### src/rtl/timer_entry_pkg.sv
// Shared definitions for the timer-entry keypad path: default sizing,
// FSM state encoding and the one-hot to binary helper.
package timer_entry_pkg;

    localparam int DEF_N_KEYS          = 10;
    localparam int DEF_CODE_W          = 4;
    localparam int DEF_DEBOUNCE_CYCLES = 4;
    localparam logic [DEF_CODE_W-1:0] INVALID_CODE = 4'hF;

    typedef enum logic [1:0] {
        ST_IDLE     = 2'd0,
        ST_DEBOUNCE = 2'd1,
        ST_PRESSED  = 2'd2,
        ST_RELEASE  = 2'd3
    } key_state_e;

    // Index of the set bit; for a one-hot input the result is unambiguous.
    function automatic logic [31:0] onehot_to_code(input logic [31:0] vec);
        logic [31:0] idx;
        idx = '0;
        for (int i = 0; i < 32; i++) begin
            if (vec[i]) idx = 32'(i);
        end
        return idx;
    endfunction

endpackage

### src/rtl/onehot_classifier.sv
// Combinational classification of a key sample as empty, single key or
// multiple keys, with the binary index of a single key.
module onehot_classifier
    import timer_entry_pkg::*;
#(
    parameter int N_KEYS = DEF_N_KEYS,
    parameter int CODE_W = DEF_CODE_W
) (
    input  logic [N_KEYS-1:0] s,
    output logic              is_zero,
    output logic              is_onehot,
    output logic              is_multi,
    output logic [CODE_W-1:0] code
);

    logic [31:0] code_full;

    assign is_zero   = (s == '0);
    // Clearing the lowest set bit leaves something only if two or more were set.
    assign is_multi  = ((s & (s - 1'b1)) != '0);
    assign is_onehot = !is_zero && !is_multi;
    assign code_full = onehot_to_code(32'(s));
    assign code      = code_full[CODE_W-1:0];

endmodule

### src/rtl/debounced_key_encoder.sv
// Synchronising, debouncing keypad encoder producing one handshaked key
// event per physical press, with multi-key and overrun indication.
module debounced_key_encoder
    import timer_entry_pkg::*;
#(
    parameter int                N_KEYS          = DEF_N_KEYS,
    parameter int                CODE_W          = DEF_CODE_W,
    parameter int                DEBOUNCE_CYCLES = DEF_DEBOUNCE_CYCLES,
    parameter logic [CODE_W-1:0] INVALID_CODE    = '1
) (
    input  logic              clk,
    input  logic              rstn,
    input  logic [N_KEYS-1:0] keypad,
    input  logic              enablen,
    input  logic              key_ack,
    output logic [CODE_W-1:0] D,
    output logic              key_ready,
    output logic              overrun,
    output logic              multi_key,
    output logic              busy
);

    localparam int CNT_W = $clog2(DEBOUNCE_CYCLES + 1);
    localparam logic [CNT_W-1:0] CNT_MAX = CNT_W'(DEBOUNCE_CYCLES);

    logic [N_KEYS-1:0] sync1_reg, sync2_reg;
    logic [N_KEYS-1:0] cand_reg, cand_next;
    logic [CNT_W-1:0]  cnt_reg, cnt_next, cnt_inc;
    key_state_e        state_reg, state_next;
    logic [CODE_W-1:0] d_reg;
    logic              ready_reg, overrun_reg, multi_reg, busy_reg;
    logic              is_zero, is_onehot, is_multi;
    logic [CODE_W-1:0] code;
    logic              count_done;
    logic              accept;

    always_ff @(posedge clk) begin
        if (!rstn) begin
            sync1_reg <= '0;
            sync2_reg <= '0;
        end else begin
            sync1_reg <= keypad;
            sync2_reg <= sync1_reg;
        end
    end

    onehot_classifier #(
        .N_KEYS (N_KEYS),
        .CODE_W (CODE_W)
    ) u_classifier (
        .s         (sync2_reg),
        .is_zero   (is_zero),
        .is_onehot (is_onehot),
        .is_multi  (is_multi),
        .code      (code)
    );

    assign cnt_inc    = (cnt_reg == CNT_MAX) ? cnt_reg : cnt_reg + 1'b1;
    // True when the current matching sample is the one that completes the window.
    assign count_done = (int'(cnt_reg) + 1 >= DEBOUNCE_CYCLES);

    always_comb begin
        state_next = state_reg;
        cnt_next   = cnt_reg;
        cand_next  = cand_reg;
        accept     = 1'b0;
        if (enablen) begin
            state_next = ST_IDLE;
            cnt_next   = '0;
        end else begin
            case (state_reg)
                ST_IDLE: begin
                    if (is_onehot) begin
                        cand_next = sync2_reg;
                        if (DEBOUNCE_CYCLES <= 1) begin
                            state_next = ST_PRESSED;
                            cnt_next   = '0;
                            accept     = 1'b1;
                        end else begin
                            state_next = ST_DEBOUNCE;
                            cnt_next   = CNT_W'(1);
                        end
                    end
                end
                ST_DEBOUNCE: begin
                    if (sync2_reg == cand_reg) begin
                        if (count_done) begin
                            state_next = ST_PRESSED;
                            cnt_next   = '0;
                            accept     = 1'b1;
                        end else begin
                            cnt_next = cnt_inc;
                        end
                    end else begin
                        state_next = ST_IDLE;
                        cnt_next   = '0;
                    end
                end
                ST_PRESSED: begin
                    if (is_zero) begin
                        state_next = (DEBOUNCE_CYCLES <= 1) ? ST_IDLE : ST_RELEASE;
                        cnt_next   = (DEBOUNCE_CYCLES <= 1) ? '0 : CNT_W'(1);
                    end
                end
                ST_RELEASE: begin
                    if (!is_zero) begin
                        state_next = ST_PRESSED;
                        cnt_next   = '0;
                    end else if (count_done) begin
                        state_next = ST_IDLE;
                        cnt_next   = '0;
                    end else begin
                        cnt_next = cnt_inc;
                    end
                end
                default: begin
                    state_next = ST_IDLE;
                    cnt_next   = '0;
                end
            endcase
        end
    end

    always_ff @(posedge clk) begin
        if (!rstn) begin
            state_reg   <= ST_IDLE;
            cnt_reg     <= '0;
            cand_reg    <= '0;
            d_reg       <= INVALID_CODE;
            ready_reg   <= 1'b0;
            overrun_reg <= 1'b0;
            multi_reg   <= 1'b0;
            busy_reg    <= 1'b0;
        end else begin
            state_reg <= state_next;
            cnt_reg   <= cnt_next;
            cand_reg  <= cand_next;
            multi_reg <= is_multi;
            busy_reg  <= (state_next != ST_IDLE);
            // An ack landing with a new event consumes the old one, so no overrun.
            if (accept) begin
                d_reg     <= code;
                ready_reg <= 1'b1;
                if (ready_reg && !key_ack) overrun_reg <= 1'b1;
                else if (ready_reg && key_ack) overrun_reg <= 1'b0;
            end else if (ready_reg && key_ack) begin
                ready_reg   <= 1'b0;
                overrun_reg <= 1'b0;
            end
        end
    end

    assign D         = d_reg;
    assign key_ready = ready_reg;
    assign overrun   = overrun_reg;
    assign multi_key = multi_reg;
    assign busy      = busy_reg;

endmodule

### config.mk
export PLATFORM = sky130hd
export DESIGN_NAME = debounced_key_encoder
export DESIGN_NICKNAME = d
export VERILOG_FILES = /design/src/rtl/timer_entry_pkg.sv /design/src/rtl/onehot_classifier.sv /design/src/rtl/debounced_key_encoder.sv
export SDC_FILE = /design/constraint.sdc
export NUM_CORES = 1
export LEC_CHECK = 0
export CAP_MARGIN = 20
export CORE_ASPECT_RATIO = 1.4
export CORE_MARGIN = 2
export CORE_UTILIZATION = 47
export DETAILED_ROUTE_END_ITERATION = 7
export GPL_TIMING_DRIVEN = 0
export PLACE_DENSITY_LB_ADDON = 0.05
export SYNTH_ARGS = -nofsm -noshare
export SYNTH_HDL_FRONTEND = slang
export SYNTH_SLANG_ARGS = --single-unit
### constraint.sdc
create_clock -name clk -period 2.9 [get_ports clk]
set_input_delay 0.435 -clock clk [delete_from_list [all_inputs] [get_ports clk]]
set_output_delay 0.435 -clock clk [all_outputs]
set_load 0.005 [all_outputs]
After elaboration in Yosys (flattened, before gate mapping)
Cells that the tools add are included.

Bits in registers: 43. Input port bits: 14. Memories: 0. Logic and storage cells: 71. Bits in read-only memories: 0. Bits in latches: 0. Memory bits (writable): 0.

Eq/ne operators: 7. Bitwise gates (word level): 3. Div/mod/pow operators: 0. Reductions and logical operators: 14. Multipliers: 0. Muxes and demuxes: 33. Shifts and indexed selects: 0. Add/subtract/negate cells: 3. Order comparisons: 1.

Operator list (number): 3-bit two-way mux (10); 2-bit two-way mux (9); 3-bit one-hot mux with 4 select lines (1); 10-bit bitwise AND (1); 10-bit equality test (1); 10-bit logical NOT (1); 1-bit two-way mux (10); 10-bit nonzero test (1); 10-bit by 1-bit subtractor with 10-bit output (second input constant) (1); 4-bit two-way mux (2); 2-bit one-hot mux with 4 select lines (1); 3-bit by 1-bit adder with 4-bit output (second input constant) (1); 2-bit equality test (second input constant) (2); 4-bit by 3-bit >= comparator with 1-bit output (second input constant) (1); 2-bit != test (second input constant) (2); 2-bit nonzero test (2); 3-bit by 1-bit adder with 3-bit output (second input constant) (1); 3-bit equality test (second input constant) (1); 1-bit logical AND (3); 1-bit logical NOT (3); 3-bit AND reduction (1); 2-bit by 1-bit equality test with 1-bit output (second input constant) (1); 2-bit logical NOT (1); 1-bit NOT (2); other kinds (2) (2).

Longest topological paths before layout
Depth in word-level cells: 9. Gate-level depth with buffers: 8. Depth with buffers taken out: 7.

Modules after synthesis
From an unflattened synthesis, not the netlist that was laid out.

Cell total of the unflattened synthesis: 216. Area, all modules: 1921.8 um^2.

Modules (own cells, without submodules): debounced_key_encoder (sequential area each 860.8 um^2, area each 1724.2 um^2, cells each 185, instances 1); onehot_classifier (sequential area each 0.0 um^2, area each 197.7 um^2, cells each 31, instances 1).

Least setup slack after synthesis
OpenSTA, ideal clock, no wires.

Path kind: reg-to-reg. From: reg sync2_reg[5]. To: reg busy_reg (netlist: busy). Cell stages (with the launch flop): 8. Slack: 0.835 ns. Arrival time: 1.997 ns. Required time: 2.832 ns. Clock period less this slack: 2.065 ns. Cell sequence: dfxtp_1 clkbuf_1 or4_1 or4_4 buf_6 a211oi_2 o21ai_1 o21bai_2.

Longest elaborated chain between the ends: 9. Elaborated cells between the ends (all ways): 15. Classes of those cells: add/sub: 1; eq/ne: 1; mux: 6; bitwise: 1; reduce/logical: 6.

Ends and longest elaborated chain: from (decl) (line debounced_key_encoder.sv:26) `logic [N_KEYS-1:0] sync1_reg, sync2_reg;`; from (signal assigned) (line debounced_key_encoder.sv:43) `sync2_reg <= sync1_reg;`; 10-bit by 1-bit subtractor with 10-bit output (line onehot_classifier.sv:20) `assign is_multi = ((s & (s - 1'b1)) != '0);`; 10-bit bitwise AND (line onehot_classifier.sv:20); 10-bit nonzero test (line onehot_classifier.sv:20); 1-bit logical NOT (line onehot_classifier.sv:21) `assign is_onehot = !is_zero && !is_multi;`; 1-bit logical AND (line onehot_classifier.sv:21); 2-bit two-way mux (line debounced_key_encoder.sv:73) `if (is_onehot) begin`; 2-bit one-hot mux with 4 select lines (*) (line debounced_key_encoder.sv:71) `case (state_reg)`; 2-bit two-way mux (*) (line debounced_key_encoder.sv:67) `if (enablen) begin`; 2-bit nonzero test (*) (line debounced_key_encoder.sv:139) `busy_reg <= (state_next != ST_IDLE);`; to (signal assigned) (line debounced_key_encoder.sv:139); to (decl) (line debounced_key_encoder.sv:31) `logic ready_reg, overrun_reg, multi_reg, busy_reg;`.

Every way passes the cells marked *; elsewhere a longest branch is shown, timed or not. A chain may end at the register's enable or synchronous reset.

Worst setup path in the final report
From: reg sync2_reg[5]. To: reg cand_reg[3].

Longest elaborated chain between the ends: 6. Elaborated cells between the ends (all ways): 8. Classes of those cells: add/sub: 1; bitwise: 1; reduce/logical: 6.

Ends and longest elaborated chain: 10-bit by 1-bit subtractor with 10-bit output (line onehot_classifier.sv:20); 10-bit bitwise AND (line onehot_classifier.sv:20); 10-bit nonzero test (line onehot_classifier.sv:20); 1-bit logical NOT (line onehot_classifier.sv:21); 1-bit logical AND (*) (line onehot_classifier.sv:21); 3-bit AND reduction (no line) (*); to (signal assigned) (line debounced_key_encoder.sv:137) `cand_reg <= cand_next;`; to (decl) (line debounced_key_encoder.sv:27) `logic [N_KEYS-1:0] cand_reg, cand_next;`.

Marks and branches as above.

==> metrics.yaml <==
timing:
  timing_hold_violations_final: 0
  final.setup_skew_ps: 7.88
  fin_crit_ps: 2450
  maxClockFrequency_mhz: 409
  fin_hold_ws_ps: 436
  timing.final.crit_share: 0.844
  fin_setup_tns_ps: 0
  setup_viol_count_final: 0
  headroom_to_the_max_slew_limit: 0.612
  finalMaxSlewViolations: 0
  grt_setup_unrepaired: "no"
  tightestPinTransition_ps: 575
detailed_routing:
  remaining_drc_errors: 0
  wl_met1_mm: 1.69
  highest_signal_layer: "met4"
  via_count: 1656
  met2_wirelength_mm: 2.28
  total_length_of_routed_met3_wires_microns: 184
  post_drt_wl_per_cell_microns: 15.2
  first_iter_violations: 106
  detail_route.wirelength_mm: 4.23
  viasPerCell: 5.94
  antenna_left: 0
  detailedRoute.firstPassIterationCount: 4
global_route:
  largest_net_degree_at_the_start_of_global_routing: 16
  grt_antenna_before_repair: 0
  track_usage: 0.204
  global_route.overflow_total: 0
  via_count_of_the_first_global_routing_pass: 1625
  grt_first_pass_wirelength_mm: 7.27
synth:
  synth_top_cell_area_share: 0.453
  ys_dominant_reg_cell: "sky130_fd_sc_hd__dfxtp_1"
  ys_types: 45
  synth_edf_count: 0
  synth.largest_area_cell: "sky130_fd_sc_hd__dfxtp_1"
  ys_ff_latch: 43
  postSynthAreaPerCell_sq_um: 9.26
  synth-warning-count: 0
  async_flop_share: 0
  synth_nets: 221
  syn_inst: 205
  syn-cell-area_sq_um: 1900
  sequential_cell_area_fraction_in_the_yosys_report: 0.453
  netlist_top_cells_area: "sky130_fd_sc_hd__dfxtp_1 (45%), sky130_fd_sc_hd__and2_1 (6.9%), sky130_fd_sc_hd__xnor2_1 (4.6%)"
clock_network:
  clk_pin_slew_ps: 90
  hold_buffers: 0
  cts.path.max_buffers: 2
  htreeDepth: 2
  tritoncts: "built"
  cts-resized-gates: 0
  clock-root-buffer: "sky130_fd_sc_hd__clkbuf_8"
  clkLatencyLatePin_ps: 310
  cts_buffers: 5
  cts_setup_buffers: 0
  clock-sinks: 43
die:
  row_count: 27
  core_area_sq_um: 3920
  design.portCount: 22
  fp.dieH_microns: 79.2
  design.die.area_sq_um: 4570
  initial_utilization: 0.485
  die_x_microns: 57.7
placed_design:
  placement.io_buffers: 21
  placedInstanceArea_sq_um: 2160
  hpwl_reported_at_the_end_of_detailed_placement_mm: 3.10
  gp_routability_congestion: 0.825
critical_path:
  timing.critical_path.arrival_ps: 2630
  crit_path_max_fanout: 10
  timing_worst_setup_path_type: "reg -> reg"
  worst-endpoint-required_ps: 3080
  worst_setup_path_end_kind: "flop"
  setup.worst_path.start_class: "flop"
layout:
  post_route_cells_drive_above_1_share: 0.0975
  antenna_cells_inserted: 0
  fillerInstances: 365
  postLayoutCellArea_sq_um: 2270
  areaGrowthSynthToFinish_pct: 19.3
  finalCoreUtilization: 0.578
  final_net_count: 251
status:
  run_status: "finished clean"
power_and_ir_drop:
  cellLeakagePower_uw: 0.000836
  post-layout-total-power_uw: 1200
  power-per-cell-area_nw_per_um2: 529
  max-vdd-ir-drop_v: 0.000479
flow_run:
  cap_violations: 0
hold_path:
  min-delay-path-class: "reg -> reg"
## placed cells by master, fill, tap and decap left out, types with 2 or more instances in the layout
cell type	count
sky130_fd_sc_hd__o211ai_1	2
sky130_fd_sc_hd__ha_1	2
sky130_fd_sc_hd__nand3_1	3
sky130_fd_sc_hd__a211oi_1	7
sky130_fd_sc_hd__a21oi_1	15
sky130_fd_sc_hd__clkdlybuf4s50_1	21
sky130_fd_sc_hd__dfxtp_1	43
sky130_fd_sc_hd__nand4_1	12
sky130_fd_sc_hd__xnor2_1	10
sky130_fd_sc_hd__a31oi_1	5
sky130_fd_sc_hd__and3_1	2
sky130_fd_sc_hd__clkbuf_8	5
sky130_fd_sc_hd__o21ai_0	2
sky130_fd_sc_hd__buf_2	5
sky130_fd_sc_hd__clkbuf_1	10
sky130_fd_sc_hd__o21a_1	2
sky130_fd_sc_hd__o21bai_1	2
sky130_fd_sc_hd__and2_1	21
sky130_fd_sc_hd__nand2_1	6
sky130_fd_sc_hd__nor2_1	7
sky130_fd_sc_hd__a211oi_2	2
sky130_fd_sc_hd__nor3_1	4
sky130_fd_sc_hd__nor2b_1	2
sky130_fd_sc_hd__clkinvlp_4	2
sky130_fd_sc_hd__or4_1	2
sky130_fd_sc_hd__inv_1	8
sky130_fd_sc_hd__o31ai_1	11
## logic make-up after synthesis
logic type | share of synthesized area
muxes | 0.00593
DFF | 0.453
adders and majority gates | 0.0132
buffers and inverters | 0.0540
AOI/OAI and AO/OA | 0.221
xor gates and xnor gates | 0.0461
and+or+nand+nor | 0.206
## final cells by class
type,instances,area [sq um],share of cell area
plain buffers,16,72.6,0.0320
multi-input cells,138,936,0.413
flip-flops and latches,43,861,0.380
repair buffers,23,220,0.0972
clock buffers,5,68.8,0.0304
inverters,8,30.0,0.0133
well taps,43,53.8,0.0237
clock inverters,3,23.8,0.0105
## layer usage
| metal | up-vias | GRT usage |
|---|---|---|
| li1 | 808 | - |
| met1 | 795 | 0.227 |
| met2 | 48 | 0.356 |
| met3 | 5 | 0.0537 |
| met4 | 0 | 0.0953 |
| met5 | - | 0 |
## power breakdown
part           internal (uW)  total [uW]  switching [uW]
registers                612         623            11.1
clock network            172         392             220
logic                   77.3         184             107
total                    861        1200             338
## synthesized netlist by cell type (2+ instances only)
cell type / number
sky130_fd_sc_hd__dfxtp_1: 43
sky130_fd_sc_hd__buf_2: 4
sky130_fd_sc_hd__nor2b_1: 2
sky130_fd_sc_hd__xnor2_1: 10
sky130_fd_sc_hd__inv_1: 8
sky130_fd_sc_hd__a31oi_1: 5
sky130_fd_sc_hd__or4_1: 2
sky130_fd_sc_hd__o21bai_1: 2
sky130_fd_sc_hd__and3_1: 2
sky130_fd_sc_hd__clkbuf_1: 10
sky130_fd_sc_hd__nor3_1: 4
sky130_fd_sc_hd__a211oi_2: 2
sky130_fd_sc_hd__o31ai_1: 11
sky130_fd_sc_hd__nand3_1: 3
sky130_fd_sc_hd__nand4_1: 12
sky130_fd_sc_hd__ha_1: 2
sky130_fd_sc_hd__a21oi_1: 15
sky130_fd_sc_hd__o21ai_0: 2
sky130_fd_sc_hd__nor2_1: 7
sky130_fd_sc_hd__o21a_1: 2
sky130_fd_sc_hd__nand2_1: 6
sky130_fd_sc_hd__o211ai_1: 2
sky130_fd_sc_hd__and2_1: 21
sky130_fd_sc_hd__a211oi_1: 7
## worst paths after layout
check / start / to / slack (ps) / depth (start not counted)
worst max-delay path: sync2_reg[5]$_SDFF_PN0_ / cand_reg[3]$_SDFFE_PN0P_ / 450 / 7
worst min-delay path: sync1_reg[3]$_SDFF_PN0_ / sync2_reg[3]$_SDFF_PN0_ / 440 / 1
worst max register to register: sync2_reg[5]$_SDFF_PN0_ / cand_reg[3]$_SDFFE_PN0P_ / 450 / 7
worst min register to register: sync1_reg[3]$_SDFF_PN0_ / sync2_reg[3]$_SDFF_PN0_ / 440 / 1
## stage by stage
step / worst slack, ps / std cells
floorplan: 835 / 205
global placement: 458 / 269
detailed placement: 332 / 269
CTS: 300 / 277
global route: 307 / 279
finish: 452 / 279
## worst max-delay path, stage by stage, from the launching register on
cell,delay [ps]
sky130_fd_sc_hd__dfxtp_1,300
sky130_fd_sc_hd__clkbuf_1,180
sky130_fd_sc_hd__or4_1,630
sky130_fd_sc_hd__nor3_1,250
sky130_fd_sc_hd__o221ai_1,240
sky130_fd_sc_hd__clkbuf_1,290
sky130_fd_sc_hd__o31ai_1,320
sky130_fd_sc_hd__a21oi_1,100
Note: power is estimated with default switching activity, not from simulation.
